===== config.mk =====
export PLATFORM = sky130hd
export DESIGN_NAME = mux_scan_ctrl
export DESIGN_NICKNAME = d
export VERILOG_FILES = /design/src/rtl/mux_scan_ctrl_pkg.sv /design/src/rtl/mux_scan_ctrl_decoder.sv /design/src/rtl/mux_scan_ctrl.sv
export SDC_FILE = /design/constraint.sdc
export NUM_CORES = 1
export LEC_CHECK = 0
export CORE_ASPECT_RATIO = 1.75
export CORE_UTILIZATION = 25
export DETAILED_ROUTE_END_ITERATION = 7
export GPL_TIMING_DRIVEN = 0
export PLACE_DENSITY_LB_ADDON = 0.1
export SYNTH_ARGS = -nofsm -noshare
export SYNTH_HDL_FRONTEND = slang
export SYNTH_SLANG_ARGS = --single-unit

===== constraint.sdc =====
create_clock -name clk -period 6.08 [get_ports clk]
set_clock_uncertainty 0.15 [all_clocks]
set_input_delay 1.216 -clock clk [delete_from_list [all_inputs] [get_ports clk]]
set_output_delay 1.216 -clock clk [all_outputs]
set_load 0.05 [all_outputs]

===== src/rtl/mux_scan_ctrl_pkg.sv =====
// Shared types and constants for the mux scan sequencer.
package mux_scan_pkg;

  localparam int unsigned NUM_CH  = 4;
  localparam int unsigned SEL_W   = 2;
  localparam int unsigned DWELL_W = 4;

  typedef enum logic [1:0] {
    IDLE,
    SETTLE,
    SAMPLE,
    DONE
  } state_t;

endpackage


===== src/rtl/mux_scan_ctrl_decoder.sv =====
// 2-to-4 one-hot decoder.
module decoder (
  input  logic [1:0] s,
  output logic [3:0] o
);

  // One-hot decode of the select value.
  always_comb begin
    o    = '0;
    o[s] = 1'b1;
  end

endmodule


===== src/rtl/mux_scan_ctrl.sv =====
// Scan sequencer upstream of a 4x1 mux: walks sel over channels 0..3, waits
// DWELL cycles per channel, samples mux_o once per channel and publishes the
// captured vector with a one-cycle done pulse.
// Optional: define MUX_SCAN_CHG_EN to add the `changed` output.
module mux_scan_ctrl #(
  parameter int unsigned NUM_CH = 4,
  parameter int unsigned SEL_W  = 2,
  parameter int unsigned DWELL  = 2
) (
  input  logic              clk,
  input  logic              rst_n,
  input  logic              start,
  input  logic              mux_o,
  output logic [SEL_W-1:0]  sel,
  output logic              busy,
  output logic              done,
  output logic [NUM_CH-1:0] sample,
  output logic              valid
`ifdef MUX_SCAN_CHG_EN
  ,
  output logic              changed
`endif
);

  import mux_scan_pkg::*;

  if (NUM_CH != mux_scan_pkg::NUM_CH || SEL_W != mux_scan_pkg::SEL_W) begin : g_bad_width
    $error("mux_scan_ctrl: NUM_CH must be 4 and SEL_W must be 2");
  end

  if (DWELL < 1 || DWELL > 15) begin : g_bad_dwell
    $error("mux_scan_ctrl: DWELL must be in 1..15");
  end

  localparam logic [DWELL_W-1:0] DWELL_LD = DWELL_W'(DWELL - 1);
  localparam logic [SEL_W-1:0]   SEL_LAST = SEL_W'(NUM_CH - 1);

  state_t            r_state;
  state_t            w_state_nxt;
  logic [DWELL_W-1:0] r_cnt;
  logic [DWELL_W-1:0] w_cnt_nxt;
  logic [SEL_W-1:0]  w_sel_nxt;
  logic [NUM_CH-1:0] r_shadow;
  logic [NUM_CH-1:0] w_shadow_nxt;
  logic [NUM_CH-1:0] w_dec;
  logic [NUM_CH-1:0] w_we;
  logic              w_busy_nxt;
  logic              w_pub;

  decoder u_dec (
    .s (sel),
    .o (w_dec)
  );

  // Per-bit shadow write enables: decoded channel, only in SAMPLE.
  always_comb begin
    w_we = '0;
    if (r_state == SAMPLE) begin
      w_we = w_dec;
    end
  end

  // Next-state, counter, select and shadow computation.
  always_comb begin
    w_state_nxt  = r_state;
    w_cnt_nxt    = r_cnt;
    w_sel_nxt    = sel;
    w_shadow_nxt = r_shadow;
    case (r_state)
      IDLE, DONE: begin
        w_sel_nxt = '0;
        if (start) begin
          w_state_nxt  = SETTLE;
          w_cnt_nxt    = DWELL_LD;
          w_shadow_nxt = '0;
        end else begin
          w_state_nxt  = IDLE;
        end
      end
      SETTLE: begin
        if (r_cnt == '0) begin
          w_state_nxt = SAMPLE;
        end else begin
          w_cnt_nxt = r_cnt - DWELL_W'(1);
        end
      end
      SAMPLE: begin
        for (int unsigned k = 0; k < NUM_CH; k++) begin
          if (w_we[k]) begin
            w_shadow_nxt[k] = mux_o;
          end
        end
        if (sel == SEL_LAST) begin
          w_state_nxt = DONE;
          w_sel_nxt   = '0;
        end else begin
          w_state_nxt = SETTLE;
          w_sel_nxt   = sel + SEL_W'(1);
          w_cnt_nxt   = DWELL_LD;
        end
      end
      default: begin
        w_state_nxt = IDLE;
        w_sel_nxt   = '0;
      end
    endcase
  end

  // Registered outputs are loaded from the next state so they line up with
  // the state they describe; sample is taken from the completed next shadow
  // because the last channel's bit lands on the same edge that enters DONE.
  always_comb begin
    w_busy_nxt = (w_state_nxt == SETTLE) || (w_state_nxt == SAMPLE);
    w_pub      = (w_state_nxt == DONE);
  end

  // State, counter, select and shadow registers.
  always_ff @(posedge clk or negedge rst_n) begin
    if (!rst_n) begin
      r_state  <= IDLE;
      r_cnt    <= '0;
      sel      <= '0;
      r_shadow <= '0;
    end else begin
      r_state  <= w_state_nxt;
      r_cnt    <= w_cnt_nxt;
      sel      <= w_sel_nxt;
      r_shadow <= w_shadow_nxt;
    end
  end

  // Status and published-result registers.
  always_ff @(posedge clk or negedge rst_n) begin
    if (!rst_n) begin
      busy   <= 1'b0;
      done   <= 1'b0;
      sample <= '0;
      valid  <= 1'b0;
    end else begin
      busy <= w_busy_nxt;
      done <= w_pub;
      if (w_pub) begin
        sample <= w_shadow_nxt;
        valid  <= 1'b1;
      end
    end
  end

`ifdef MUX_SCAN_CHG_EN
  // Change flag: pulses with done when the new scan differs from the last one.
  always_ff @(posedge clk or negedge rst_n) begin
    if (!rst_n) begin
      changed <= 1'b0;
    end else begin
      changed <= w_pub && (w_shadow_nxt != sample);
    end
  end
`endif

endmodule


==> summary.md, run 1 <==
| Metric | Value |
|---|---|
| Row count | 31 |
| Arr. time, crit path | 1.53 ns |
| Hold_sp | valid |
| Setup tns final | 0 ns |
| Vert. Die Dim | 88.7 um |
| Startpoint Class | register |
| # H-tree levels | 1 |
| Pre-CTS WS | 2.97 ns |
| Post-cts hold buffer count | 0 |
| Final setup fails | 0 |
| CP Buf/Inv Count | 1 |
| Cell area after placement | 1250 sq um |
| Fmax | 346 MHz |
| Max rail drop VDD | 0.212 mV |
| Avg Cell Area, Syn | 10.4 sq um |
| Syn-to-layout area delta | 21.1% |
| Synth warnings | 0 |
| Post-Layout Inst Area | 1300 sq um |
| Layout Nets | 134 |
| Final Hold Fails | 0 |
| I/O Buffers | 12 |
| TritonCTS Buffers | 3 |
| Final period util | 0.475 |
| Io pins | 13 |
| DIE AREA | 4570 sq um |
| Top cells by area, synth | dfrtp_1, ha_1, o211ai_1 |
| Detailed Route WL | 2540 um |
| Placed Cells | 164 |
| Vias/cell | 5.02 |
| Power Density | 461 nW/um^2 |
| Endpoint type of the worst setup path | output pin |
| Slew Viols, Final | 0 |
| Clk slew on worst S/H paths | 0.07 ns |
| Post-Layout Cell Count | 168 |
| Status | completed |
| Vias in the first global route | 865 |
| Yosys cell types | 31 |
| Worst hold slack | 0.324 ns |
| Syn nets | 117 |
| Slowest stage delay, CP | 0.84 ns |
| Min-Delay Path Class | register to register |
| P_leak | 0.572 nW |
| Clock buffer depth | 2 |
| Top cell type by total area after synthesis | dfrtp_1 |
| Worst EP required | 4.71 ns |
| Detailed placement HPWL | 1900 um |
| Fill cells | 467 |
| Gr ovfl total | 0 |
| Placer Congestion | 0.723 |
| Drt pass-1 iters | 4 |
| Synthesized instance count | 103 |
| Worst-Skew Late Latency | 0.25 ns |
| End-of-flow core utilization | 0.316 |
| Pin count of the biggest net entering global routing | 20 |
| Rel. slew slack | 0.405 |
| Max stage delay cell, worst path | clkdlybuf4s50_1 |
| Root buf cell | clkbuf_8 |
| Synth top area share | 0.443 |
| Iter 0 DRT Violations | 23 |
| DRT antenna net count | 0 |
| Setup Buffers After CTS | 0 |
| Vias | 844 |
| Core footprint | 4110 sq um |
| Synth Cell Area | 1070 sq um |
| Max cap viols | 0 |
| WL/cell | 15.1 um |
| Worst-margin pin slew | 0.890 ns |
| DRC | 0 |
| Final Critical Period | 2.89 ns |
| Tot GR Track Use | 0.129 |
| Initial Util | 0.261 |
| Seq/Total Area, Yosys | 0.443 |
| FF-to-FF Start | r_state[1] |
| Final setup margin | 3.19 ns |
| Yosys reg bits | 19 |
| CP max FO | 6 |
| Initial antenna violation count | 0 |
| Crit path cell chain | clkdlybuf4s50_1 |
| CTS tree | built |
| Post_cts resized | 0 |
| Top delay family on crit path | buffers and inverters |
| Die Wd | 51.5 um |
| Worst setup path start | sel[0] |
| First-pass GRT wire length | 4200 um |
| # diodes | 0 |
| Final Power | 0.599 mW |
| Clock sinks | 19 |
| RSZ-0062 raised after global routing | false |
| Fraction of layout cells with a size suffix above 1 | 0.0756 |
| Crit Path Class | register to output pin |
==> per-layer routing <==
layer,GRT usage,vias up,share of wire
met2,0.238,28,0.55
met4,0.0663,0,0.011
met1,0.141,409,0.38
met3,0.0155,2,0.050
met5,0,-,0
li1,-,405,-
==> where the power goes <==
group	total [mW]	leakage [nW]	switching (mW)	internal, mW
Sequential	0.191	0.244	0.0283	0.162
Combinational	0.319	0.305	0.201	0.119
Clock	0.0889	0.0228	0.0424	0.0466
==> path summary, 6_finish.rpt <==
path | endpoint | slack, ns | cells past startpoint
worst max-delay path | sel[0] | 3.19 | 1
worst min-delay path | valid | 0.32 | 1
worst max register to register | sample[2] | 3.47 | 10
worst min register to register | valid | 0.32 | 1
max in group asynchronous | sample[1] | 3.92 | 1
min in group asynchronous | r_cnt[2] | 1.31 | 1
==> cells in the mapped netlist (all sizes together) <==
library cell / number
nand2b: 6
o211ai: 7
nor3: 2
a311oi: 2
and2: 1
nor2: 4
nand4: 2
a22o: 2
o31ai: 1
and3: 3
nor4: 1
inv: 8
o21ai: 2
or3b: 1
mux2i: 4
ha: 10
nand2: 4
o2bb2ai: 3
a211o: 1
o21bai: 1
dfrtp: 19
a21boi: 1
buf: 3
a41o: 1
or2: 1
clkbuf: 1
a21oi: 3
a31oi: 4
nor3b: 2
nor2b: 3
==> kinds of logic (layout without fill, tap and decap cells) <==
family,after synthesis,in the layout,synth area share
simple gates,30,30,0.161
compound gates,28,28,0.197
flops,19,19,0.443
buf+inv,12,28,0.0454
fa+ha+maj,10,10,0.117
mux,4,4,0.0373
==> registers in the layout (all words and copies together), names as in the netlist <==
name,flops
valid,1
sel,2
r_cnt,4
busy,1
sample,4
done,1
r_state,2
r_shadow,4
==> cell usage in the layout, fill, tap and decap left out, types with 2 or more instances in the layout <==
cell and n:
buf_2 3, nand4_1 2, o2bb2ai_1 3, dfrtp_1 19, clkdlybuf4s50_1 12, and3_1 3
nor3_1 2, inv_1 8, o21ai_0 2, a31oi_1 4, a22o_1 2, clkbuf_1 2
o211ai_1 7, nor2_1 4, clkbuf_8 3, nand2_1 4, ha_1 10, mux2i_1 4
nand2b_1 6, a21oi_1 3, nor3b_1 2, nor2b_1 3
==> cell type report <==
type / instances / area [sq um] / area share
plain buffers: 4 / 18.8 / 0.0144
well taps: 49 / 61.3 / 0.0472
flip-flops and latches: 19 / 475 / 0.366
clock buffers: 4 / 45.0 / 0.0346
repair buffers: 12 / 120 / 0.0924
multi-input cells: 72 / 549 / 0.423
inverters: 8 / 30.0 / 0.0231
No activity file was read; power rests on OpenSTA's default activity.
==> run 2, diff against run 1 <==
==> constraint.sdc (replaced) <==
create_clock -name clk -period 2.6 [get_ports clk]
set_clock_uncertainty 0.15 [all_clocks]
set_input_delay 0.52 -clock clk [delete_from_list [all_inputs] [get_ports clk]]
set_output_delay 0.52 -clock clk [all_outputs]
set_load 0.05 [all_outputs]
==> run 2 against run 1 <==
- worst hold slack improved by 0.00076 ns
- sequential cell count did not move
- sequential share of layout area is essentially flat
- largest cell class unchanged
- largest power group unchanged
==> summary.md, run 2 (same netlist as run 1, synthesis figures left out) <==
| Metric | Value |
|---|---|
| Gr ovfl total | 0 (unchanged) |
| Detailed placement HPWL | 1900 um (unchanged) |
| Rel. slew slack | 0.402 (-0.00232) |
| Crit path cell chain | inv_1 -> ha_1 -> or3b_4 -> a311oi_2 -> nor2_1 -> ha_2 -> or2_2 |
| Register Area | 475 sq um (unchanged) |
| Clock buffer depth | 2 (unchanged) |
| Biggest regs | r_cnt (4), r_shadow (4), sample (4) |
| WL/cell | 15.4 um (+1.6%) |
| Vert. Die Dim | 88.7 um (unchanged) |
| Crit Path Class | register to register |
| Layout Nets | 133 (-0.75%) |
| Vias | 837 (-0.83%) |
| Min-Delay Path Class | register to register |
| Detailed Route WL | 2570 um (+1.0%) |
| Leading cell types in the layout, fill and taps excluded | dfrtp_1, clkdlybuf4s50_1, ha_1 |
| Max stage delay cell, worst path | or3b_4 |
| Worst hold slack | 0.325 ns (+0.000763 ns) |
| Max cap viols | 0 (unchanged) |
| I/O Buffers | 12 (unchanged) |
| Fill cells | 467 (unchanged) |
| Power Density | 1080 nW/um^2 (+130%) |
| Commonest non-fill, non-tap cell in the layout | dfrtp_1 |
| Tot GR Track Use | 0.129 (-0.000348) |
| DRT antenna net count | 0 (unchanged) |
| Final setup fails | 0 (unchanged) |
| DIE AREA | 4570 sq um (unchanged) |
| Multi-input gate area | 552 sq um (+0.46%) |
| Core footprint | 4110 sq um (unchanged) |
| CP max FO | 10 (+4) |
| Startpoint Class | register |
| Final Hold Fails | 0 (unchanged) |
| Syn-to-layout area delta | 21.2% (about the same) |
| Initial Util | 0.261 (unchanged) |
| Final period util | 0.916 |
| CTS tree | built |
| Io pins | 13 (unchanged) |
| Fraction of layout cells with a size suffix above 1 | 0.0847 (+0.00912) |
| # diodes | 0 (unchanged) |
| # H-tree levels | 1 (unchanged) |
| Initial antenna violation count | 0 (unchanged) |
| Top delay family on crit path | simple AND/OR/NAND/NOR gates |
| P_leak | 0.569 nW (-0.50%) |
| Worst EP required | 2.59 ns (-2.12 ns) |
| DRC | 0 (unchanged) |
| Die Wd | 51.5 um (unchanged) |
| Fmax | 420 MHz |
| Setup Buffers After CTS | 0 (unchanged) |
| Drt pass-1 iters | 4 (unchanged) |
| TritonCTS Buffers | 3 (unchanged) |
| Arr. time, crit path | 2.37 ns (+0.84 ns) |
| Setup tns final | 0 ns (unchanged) |
| RSZ-0062 raised after global routing | false |
| Vias in the first global route | 863 (-0.23%) |
| Slowest stage delay, CP | 0.43 ns (-0.41 ns) |
| Root buf cell | clkbuf_8 |
| First-pass GRT wire length | 4180 um (-0.33%) |
| Endpoint type of the worst setup path | register |
| Row count | 31 (unchanged) |
| Max rail drop VDD | 0.497 mV (+130%) |
| CP Buf/Inv Count | 1 (unchanged) |
| Status | completed |
| Placer Congestion | 0.723 (unchanged) |
| End-of-flow core utilization | 0.316 (about the same) |
| Clock sinks | 19 (unchanged) |
| Final Critical Period | 2.38 ns |
| Worst-margin pin slew | 0.894 ns (+0.00347 ns) |
| Pin count of the biggest net entering global routing | 20 (unchanged) |
| Worst-Skew Late Latency | 0.25 ns (about the same) |
| Slew Viols, Final | 0 (unchanged) |
| Vias/cell | 5.01 (-0.24%) |
| Clk slew on worst S/H paths | 0.07 ns (about the same) |
| Iter 0 DRT Violations | 23 (unchanged) |
-- run 2: cell types whose count changed in the layout (fill, tap and decap cells not counted), sizes merged --
| cell | delta |
|---|---|
| buf | -1 |
-- run 2: area by class of cell --
class                   count  share of cell area
plain buffers               3              0.0135
clock buffers               4              0.0346
inverters                   8              0.0231
multi-input cells          72               0.424
flip-flops and latches     19               0.365
well taps                  49              0.0471
repair buffers             12              0.0923
-- run 2: worst paths after layout --
check / from / end / slack [ns] / cells past startpoint
max: r_cnt[0] / valid / 0.22 / 7
max reg2reg: r_cnt[0] / valid / 0.22 / 7
min reg2reg: valid / valid / 0.32 / 1
min in group asynchronous: rst_n / r_cnt[2] / 0.62 / 1
min: valid / valid / 0.32 / 1
max in group asynchronous: rst_n / sample[1] / 1.14 / 1
-- run 2: where the power goes --
part | total (mW) | switching, mW | internal [mW]
clock | 0.208 | 0.0992 | 0.109
sequential | 0.446 | 0.0664 | 0.380
combinational | 0.753 | 0.469 | 0.284
total | 1.41 | 0.635 | 0.773
-- run 2: layer usage --
layer	global-route usage	wire [um]
met1	0.140	1030
met2	0.238	1390
met3	0.0155	114
met4	0.0663	29
met5	0	0
-- run 2: repair_timing --
action / in CTS / in global routing
gates cloned: 0 / 0
resized for setup: 0 / 2
setup endpoints to repair: 2 / 3
hold buffers: 0 / 0
-- run 2: stage by stage --
stage / cell area, sq um / worst slack [ns] / instances / total power [mW]
3_5_place_dp: 1250 / 0.00168 / 164 / 1.20
3_3_place_gp: 1250 / 0.00674 / 164 / 1.19
6_report: 1300 / 0.219 / 167 / 1.41
4_1_cts: 1300 / 0.0958 / 167 / 1.42
5_1_grt: 1300 / 0.0520 / 167 / 1.52
2_1_floorplan: 1070 / 0.314 / 103 / 0.978
==> run 3, diff against run 2 <==
--- a/config.mk
+++ b/config.mk
@@ -5,8 +5,11 @@
 export SDC_FILE = /design/constraint.sdc
 export NUM_CORES = 1
 export LEC_CHECK = 0
+export CELL_PAD_IN_SITES_DETAIL_PLACEMENT = 0
+export CELL_PAD_IN_SITES_GLOBAL_PLACEMENT = 1
 export CORE_ASPECT_RATIO = 1.75
 export CORE_UTILIZATION = 25
+export CTS_CLUSTER_SIZE = 8
 export DETAILED_ROUTE_END_ITERATION = 7
 export GPL_TIMING_DRIVEN = 0
 export PLACE_DENSITY_LB_ADDON = 0.1
==> constraint.sdc (replaced) <==
create_clock -name clk -period 2.3 [get_ports clk]
set_clock_uncertainty 0.15 [all_clocks]
set_input_delay 0.46 -clock clk [delete_from_list [all_inputs] [get_ports clk]]
set_output_delay 0.46 -clock clk [all_outputs]
set_load 0.05 [all_outputs]
==> run 3 against run 2 <==
- power increased by 24%
- sequential power increased by 13%
- utilization rose by 2.7 points
- routed wire length increased by 6.2%
- critical path depth increased by 1
- register-to-register slack got worse by 0.14 ns
- die area unchanged
- critical endpoint unchanged
- via count is 5.5% higher
- first-iteration DRC count down 65%
==> summary.md, run 3 (same netlist as run 1, synthesis figures left out) <==
| Metric | Value |
|---|---|
| Fmax | 450 MHz (+7.2%) |
| Iter 0 DRT Violations | 8 (-65%) |
| Arr. time, crit path | 2.21 ns (-0.16 ns) |
| Startpoint Class | register |
| Placed Cells | 164 (unchanged) |
| Gr ovfl total | 0 (unchanged) |
| Vert. Die Dim | 88.7 um (unchanged) |
| Power Density | 1240 nW/um^2 (+15%) |
| Tot GR Track Use | 0.132 (+0.00288) |
| Final Hold Fails | 0 (unchanged) |
| Final Critical Period | 2.22 ns (-0.160 ns) |
| Vias/cell | 5.07 (+1.3%) |
| CTS tree | built |
| P_leak | 0.601 nW (+5.5%) |
| Fraction of layout cells with a size suffix above 1 | 0.208 (+0.123) |
| Crit Path Class | register to register |
| Final Power | 1.75 mW (+24%) |
| Min-Delay Path Class | register to register |
| WL/cell | 15.7 um (+2.0%) |
| Syn-to-layout area delta | 31.6% |
| Vias in the first global route | 876 (+1.5%) |
| Initial antenna violation count | 0 (unchanged) |
| Max cap viols | 0 (unchanged) |
| Endpoint type of the worst setup path | register |
| Detailed Route WL | 2730 um (+6.2%) |
| RSZ-0062 raised after global routing | true |
| Worst-margin pin slew | 0.923 ns (+0.0295 ns) |
| Placer Congestion | 0.708 (-2.0%) |
| DIE AREA | 4570 sq um (unchanged) |
| Vias | 883 (+5.5%) |
| Clk slew on worst S/H paths | 0.07 ns (about the same) |
| Final setup margin | 0.0788 ns (-0.140 ns) |
| Worst-Skew Late Latency | 0.25 ns (about the same) |
| Row count | 31 (unchanged) |
| DRC | 0 (unchanged) |
| Rel. slew slack | 0.383 (-0.0198) |
| # diodes | 0 (unchanged) |
| Post-Layout Cell Count | 174 (+4.2%) |
| Max rail drop VDD | 0.467 mV (-5.9%) |
| Detailed placement HPWL | 1920 um (+1.1%) |
| Final setup fails | 0 (unchanged) |
| Pin count of the biggest net entering global routing | 20 (unchanged) |
| First-pass GRT wire length | 4240 um (+1.5%) |
| Slew Viols, Final | 0 (unchanged) |
| Setup tns final | 0 ns (unchanged) |
| Root buf cell | clkbuf_8 |
| Clock buffer depth | 2 (unchanged) |
| Clock sinks | 19 (unchanged) |
| Pre-CTS WS | -0.393 ns (-0.395 ns) |
| CP max FO | 5 (-5) |
| Die Wd | 51.5 um (unchanged) |
| TritonCTS Buffers | 3 (unchanged) |
| Cell area after placement | 1250 sq um (unchanged) |
| Commonest non-fill, non-tap cell in the layout | dfrtp_1 |
| Leading cell types in the layout, fill and taps excluded | dfrtp_1, clkdlybuf4s50_1, o211ai_1 |
| # H-tree levels | 1 (unchanged) |
| Worst hold slack | 0.333 ns (+0.00766 ns) |
| I/O Buffers | 12 (unchanged) |
| Io pins | 13 (unchanged) |
| Core footprint | 4110 sq um (unchanged) |
| Status | completed |
| Drt pass-1 iters | 2 (-2) |
| DRT antenna net count | 0 (unchanged) |
| Biggest regs | r_cnt (4), r_shadow (4), sample (4) |
| Fill cells | 445 (-4.7%) |
| Final period util | 0.966 (+0.0501) |
| Initial Util | 0.261 (unchanged) |
| End-of-flow core utilization | 0.344 (+0.0271) |
| Worst EP required | 2.29 ns (-0.30 ns) |
| Post-Layout Inst Area | 1410 sq um (+8.6%) |
| Layout Nets | 140 (+5.3%) |
==> run 3: cell types whose count changed in the layout (fill, tap and decap cells not counted), sizes merged <==
cell    previous run  this run
clkbuf             5         4
buf                2        10
==> run 3: layout make-up <==
cell class	instances	area [sq um]	share of cell area
multi-input cells	72	593	0.420
clock buffers	4	45.0	0.0319
well taps	49	61.3	0.0434
repair buffers	19	180	0.128
plain buffers	3	27.5	0.0195
inverters	8	30.0	0.0213
flip-flops and latches	19	475	0.337
==> run 3: worst paths after layout <==
path                          start   endpoint  slack, ns  cells past startpoint
min in group asynchronous     rst_n     sel[1]       0.57                      1
max in group asynchronous     rst_n  sample[0]       0.86                      1
max                        r_cnt[1]      valid       0.08                      8
max reg2reg                r_cnt[1]      valid       0.08                      8
min reg2reg                   valid      valid       0.33                      1
min                           valid      valid       0.33                      1
==> run 3: worst max-delay path, cell delays in order (launching register included) <==
cell and delay [ns]:
dfrtp_1 0.40, inv_2 0.10, ha_4 0.14, or3b_4 0.39
a311oi_2 0.28, nor2_1 0.09, ha_2 0.21, buf_6 0.14
or2_4 0.21
==> run 3: timing repair <==
action                                  4_1_cts  5_1_grt
pin swaps                                     2        6
buffers inserted                              5        2
endpoints found under the setup margin        5        5
resized for setup                             7       13
hold buffers                                  0        0
hold endpoints to repair                      0        0
==> run 3: routing by layer <==
layer  vias to the layer above  routed length (um)  track usage
li1                        423                   -            -
met2                        10                1590        0.238
met3                         2                  43       0.0155
met4                         0                  29       0.0663
met1                       448                1070        0.148
met5                         -                   0            0
==> run 3: power breakdown <==
| part | internal [mW] | switching [mW] |
|---|---|---|
| clock | 0.123 | 0.107 |
| combinational | 0.431 | 0.587 |
| sequential | 0.429 | 0.0733 |
==> variant 1, RTL diff (settings of run 2) <==
Build with the macro `MUX_SCAN_CHG_EN` defined.
--- a/src/rtl/mux_scan_ctrl.sv
+++ b/src/rtl/mux_scan_ctrl.sv
@@ -4,2 +4,4 @@
 // Optional: define MUX_SCAN_CHG_EN to add the `changed` output.
+`define MUX_SCAN_CHG_EN
+
 module mux_scan_ctrl #(
Function (old outputs only; new: changed): kept (equiv_simple and equiv_induct, registers matched by name and starting in step).
==> variant 1 against run 2 <==
  * Critical path depth unchanged
  * Clock power increased by 50%
  * Via count decreased by 20%
  * Design area decreased by 2.1%
  * Count of clock-buffer cells in the layout decreased by 1
  * Routed wire length decreased by 26%
  * Non-clock buffer count decreased by 1
  * Sequential share of layout area increased by 2.8 points
  * Power increased by 1.3%
  * Area after synthesis decreased by 5.8%
  * First-iteration DRC count decreased by 74%
  * Worst setup slack improved by 0.15 ns
  * Sequential cell count increased by 1
==> variant 1: results (changes against run 2) <==
Run status
  – Status: completed (unchanged)

Timing
  – Slew of the pin with the lowest slew margin: 0.926 ns (was 0.894 ns)
  – Worst hold slack: 0.325 ns (about the same)

Place
  – Final weighted congestion of routability-driven global placement: 0.722 (was 0.723)
  – Buffers added on ports: 13 (was 12)
  – Post-DP HPWL: 1.46 mm (was 1.90 mm)
  – Total cell area at the placement stage: 0.00120 sq mm (was 0.00125 sq mm)

Pwr
  – Worst voltage drop across the vdd grid: 0.530 mV (was 0.497 mV)
  – Static leakage: 0.000567 uW (was 0.000569 uW)

Drt
  – TritonRoute pass-1 iters: 3 (was 4)
  – Wirelength per Cell: 12.8 um (was 15.4 um)
  – Routed vias/inst: 4.47 (was 5.01)
  – Vias post-DR: 666 (was 837)

Clock network
  – Clock-pin slew reported for the worst setup and hold paths after clock tree synthesis: 0.08 ns

Yosys
  – Compound-Gate Fraction of Synth Area: 12.3% (was 19.7%)
  – Mux contribution to synthesized area: 8.42% (was 3.73%)
  – Unique masters post-synth: 28 (was 31)
  – Synth Net Count: 97 (was 117)
  – Leading cell types by count after synthesis: 20 x dfrtp_1, 9 x ha_1, 7 x inv_1 (was 19 x dfrtp_1, 10 x ha_1, 8 x inv_1)
  – Synth Area in Adders: 11.1% (was 11.7%)
  – Synthesized area divided by synthesized cell count: 12.0 sq um (was 10.4 sq um)
  – Xor/xnor share of the synthesized area: 5.20% (was 0%)
  – Sequential area share after synthesis: 49.5% (was 44.3%)

Global route
  – Number of global-route vias before repair: 751 (was 863)
  – Pin count of the biggest net entering global routing: 21 (was 20)

Final layout
  – Fillers: 406 (was 467)
  – Layout cell share with drive strength beyond 1: 14.9% (was 8.47%)
  – Storage cell area: 500 sq um (was 475 sq um)

Critical path
  – R2R setup slack: 0.37 ns (was 0.22 ns)
variant 1: routing by layer:
metal / track usage (%) / share of wire (%) / routed length [um]
met1: 10.7 / 40 / 764
met2: 19.8 / 56 / 1070
met4: 5.45 / 1.3 / 24
met5: 0 / 0 / 0
met3: 1.95 / 2.4 / 45
variant 1: cell families (layout without fill, tap and decap cells):
group	Yosys count	in the layout
AND/OR/NAND/NOR	19	19
buffers and inverters	8	25
adder cells (fa/ha/maj)	9	9
multiplexers	8	8
AO/OA/AOI/OAI	14	14
flip-flops	20	20
XOR/XNOR	6	6
variant 1: worst max-delay path, cell delays in order (launching register included):
cell	delay, ns
dfrtp_1	0.40
inv_1	0.06
ha_1	0.17
clkbuf_2	0.24
nand3_1	0.10
a31oi_1	0.25
ha_1	0.37
mux2_2	0.37
variant 1: final cells by class:
cell class,instances,share of cell area (%)
inverter,7,2.06
clock inverter,1,2.36
timing repair buffer,13,10.2
buffer,1,0.393
clock buffer,3,3.24
tap,48,4.72
sequential,20,39.3
multi-input combinational,56,37.7
variant 1: worst paths after layout:
check | from | endpoint | cells after the start
worst max-delay path | r_state[1]$_DFF_PN0_ | sample[0]$_DFFE_PN0P_ | 7
worst min-delay path | valid$_DFFE_PN0P_ | valid$_DFFE_PN0P_ | 1
worst max register to register | r_state[1]$_DFF_PN0_ | sample[0]$_DFFE_PN0P_ | 7
worst min register to register | valid$_DFFE_PN0P_ | valid$_DFFE_PN0P_ | 1
max in group asynchronous | rst_n | changed$_DFF_PN0_ | 1
min in group asynchronous | rst_n | r_cnt[1]$_DFFE_PN0P_ | 1
variant 1: timing repair:
| action | CTS | global route |
|---|---|---|
| setup endpoints to repair | 0 | 4 |
| gates resized for setup | 0 | 2 |
| setup buffers | 0 | 0 |
variant 1: power by group:
part / switching (uW) / total [uW] / internal (uW)
registers: 62.2 / 457 / 395
logic: 396 / 656 / 260
clock network: 107 / 313 / 205
total: 566 / 1430 / 860
variant 1: per-stage QoR:
step | power [uW] | worst slack (ns)
floorplan | 938 | 0.466
global placement | 1120 | 0.172
detailed placement | 1130 | 0.181
CTS | 1450 | 0.154
global route | 1530 | 0.168
finish | 1430 | 0.370
==> variant 2, RTL diff (flow settings as in run 2) <==
Made on the original files. Re-encode `state_t` (4 states) as one-hot, 4 bits wide.
--- a/src/rtl/mux_scan_ctrl_pkg.sv
+++ b/src/rtl/mux_scan_ctrl_pkg.sv
@@ -7,7 +7,7 @@
 
-  typedef enum logic [1:0] {
-    IDLE,
-    SETTLE,
-    SAMPLE,
-    DONE
+  typedef enum logic [3:0] {
+    IDLE   = 4'b0001,
+    SETTLE = 4'b0010,
+    SAMPLE = 4'b0100,
+    DONE   = 4'b1000
   } state_t;
Formal check against the unedited RTL: same outputs for any inputs over 10 cycles, from zero or initial values and one cycle with rst_n low; not proved beyond that.
==> variant 2 against run 2 <==
  * Worst hold slack worse by 0.0086 ns
  * Area after synthesis down 5.7%
  * Final cell count down 7.2%
  * Routed wire length down 19%
  * Design area down 4.9%
  * Worst setup slack better by 0.23 ns
  * Sequential cell count up 1
  * Largest cell class is now registers
Power is not compared: it rests on default switching activity, and its combinational part moved more than twofold at a synthesized area within 25%.
==> variant 2: results (changes against run 2) <==
Run status
  – Status: completed (unchanged)

Final layout
  – Registers with the highest flip-flop counts: r_cnt x4, r_state x4, sample x4 (was r_cnt x4, r_shadow x4, sample x4)
  – Layout cell share with drive strength beyond 1: 13.1% (was 8.47%)
  – Post-layout instance count excluding filler cells: 155 (was 167)
  – Fillers: 417 (was 467)
  – Post-layout net count: 118 (was 133)

Timing
  – Slew of the pin with the lowest slew margin: 0.949 ns (was 0.894 ns)

Place
  – Buffers added on ports: 12 (unchanged)
  – Placed Cells: 151 (was 164)
  – Post-DP HPWL: 1.56 mm (was 1.90 mm)
  – Final weighted congestion of routability-driven global placement: 0.673 (was 0.723)

Global route
  – Met1 Track Usage GR: 10.2% (was 14.0%)
  – Met2 layer usage reported by global route: 21.6% (was 23.8%)
  – Wire length of the first global-routing pass: 3.48 mm (was 4.18 mm)
  – Number of global-route vias before repair: 769 (was 863)
  – Met3 Usage GRT: 1.23% (was 1.55%)
  – Overall fraction of global-route tracks in use: 10.9% (was 12.9%)
  – Pin count of the biggest net entering global routing: 21 (was 20)

Yosys
  – Synthesized area divided by synthesized cell count: 11.1 sq um (was 10.4 sq um)
  – Proportion of register bits with asynchronous set or reset after synthesis: 100% (unchanged)
  – Unique masters post-synth: 34 (was 31)
  – Total number of yosys warnings: 0 (unchanged)
  – Top cells by area in the synthesized netlist: dfrtp_1 47%, ha_1 7.4%, nand2_1 3.7%, nor4b_2 3.0%, dfstp_2 2.6% (was dfrtp_1 44%, ha_1 12%, o211ai_1 4.9%, mux2i_1 3.7%, nand2b_1 3.5%)
  – Leading cell types by count after synthesis: 19 x dfrtp_1, 10 x nand2_1, 6 x ha_1, 6 x inv_1, 5 x nor2_1 (was 19 x dfrtp_1, 10 x ha_1, 8 x inv_1)
  – Synth Net Count: 101 (was 117)
  – Sequential area share after synthesis: 49.6% (was 44.3%)
  – Post-synth top flop: dfrtp_1 (unchanged)

Critical path
  – Cell with the largest stage delay on the worst path: clkdlybuf4s50_1 (was or3b_4)
  – Gate family responsible for the most delay along the worst path: buffers and inverters (was simple AND/OR/NAND/NOR gates)
  – Worst-path fanout max: 4 (was 10)
  – CP peak stage delay: 0.82 ns (was 0.43 ns)
  – Worst EP arrival: 1.48 ns (was 2.37 ns)
  – Reg2Reg Depth: 5 (was 7)
  – Critical register-to-register path endpoint: r_cnt[2]$_DFFE_PN0P_ (was valid$_DFFE_PN0N_)
  – R2R setup slack: 0.47 ns (was 0.22 ns)
  – Worst flop-to-flop path startpoint: sel[0]$_DFFE_PN0N_ (was r_cnt[0]$_DFFE_PN0P_)

Drt
  – Vias post-DR: 705 (was 837)
  – Iteration-0 DRC Markers: 10 (was 23)
  – Wirelength per Cell: 13.5 um (was 15.4 um)

Pwr
  – Static leakage: 0.000537 uW

Min path
  – Startpoint of the worst hold path: valid$_DFFE_PN0N_ (unchanged)

Clock network
  – Clock latency of the later-clocked register in the worst-skew pair: 0.25 ns (about the same)
-- variant 2: cell count changes in the layout (fill, tap and decap cells not counted), moves of 3 or more --
cell,before,now
nand2_1,4,10
nand2b_1,6,1
o211ai_1,7,2
and2_1,1,4
ha_1,9,6
mux2i_1,4,1
o2bb2ai_1,3,0
-- variant 2: report_power, final --
group          internal, uW  switching, uW
clock network           109           99.5
logic                   115            139
registers               375           65.4
-- variant 2: layer usage --
layer / part of all wire, % / wire (um)
met1: 39 / 813
met2: 58 / 1210
met3: 2.0 / 42
met4: 1.1 / 24
met5: 0 / 0
-- variant 2: kinds of logic after synthesis --
logic type                 after synthesis  share of synthesized area [%]
buffers and inverters                    7                           2.72
and+or+nand+nor                         38                           24.6
muxes                                    3                           3.21
AOI/OAI and AO/OA                       17                           12.5
adders and majority gates                6                           7.42
DFF                                     20                           49.6
-- variant 2: how the worst max path moves through the flow --
stage | from | endpoint
CTS | sel[0]$_DFFE_PN0N_ | sel[0]
global route | sel[0]$_DFFE_PN0N_ | r_cnt[3]$_DFFE_PN0P_
floorplan | sel[0]$_DFFE_PN0N_ | r_cnt[2]$_DFFE_PN0P_
detailed placement | start | r_cnt[3]$_DFFE_PN0P_
finish | sel[0]$_DFFE_PN0N_ | sel[0]
global placement | start | r_cnt[2]$_DFFE_PN0P_
-- variant 2: worst reg2reg max path, cell delays in order (launching register included) --
cell     delay [ns]
dfrtp_1        0.42
ha_1           0.29
or4b_4         0.52
a31oi_4        0.22
nor2_1         0.11
a211o_1        0.31
-- variant 2: layout make-up --
class                      count  area share, %
timing repair buffer          12           9.71
clock buffer                   4           3.64
sequential                    20           40.5
inverter                       6           1.82
multi-input combinational     64           39.0
tap                           48           4.85
buffer                         1          0.404
-- variant 2: through the flow --
step                      worst slack (ns)  cell area, sq um  hold slack, ns
final                                0.448              1240           0.316
after global routing                 0.367              1240           0.337
after CTS                            0.427              1240           0.325
after detailed placement             0.369              1190           0.304
after global placement               0.362              1190           0.300
after floorplan                      0.369              1010          0.0744
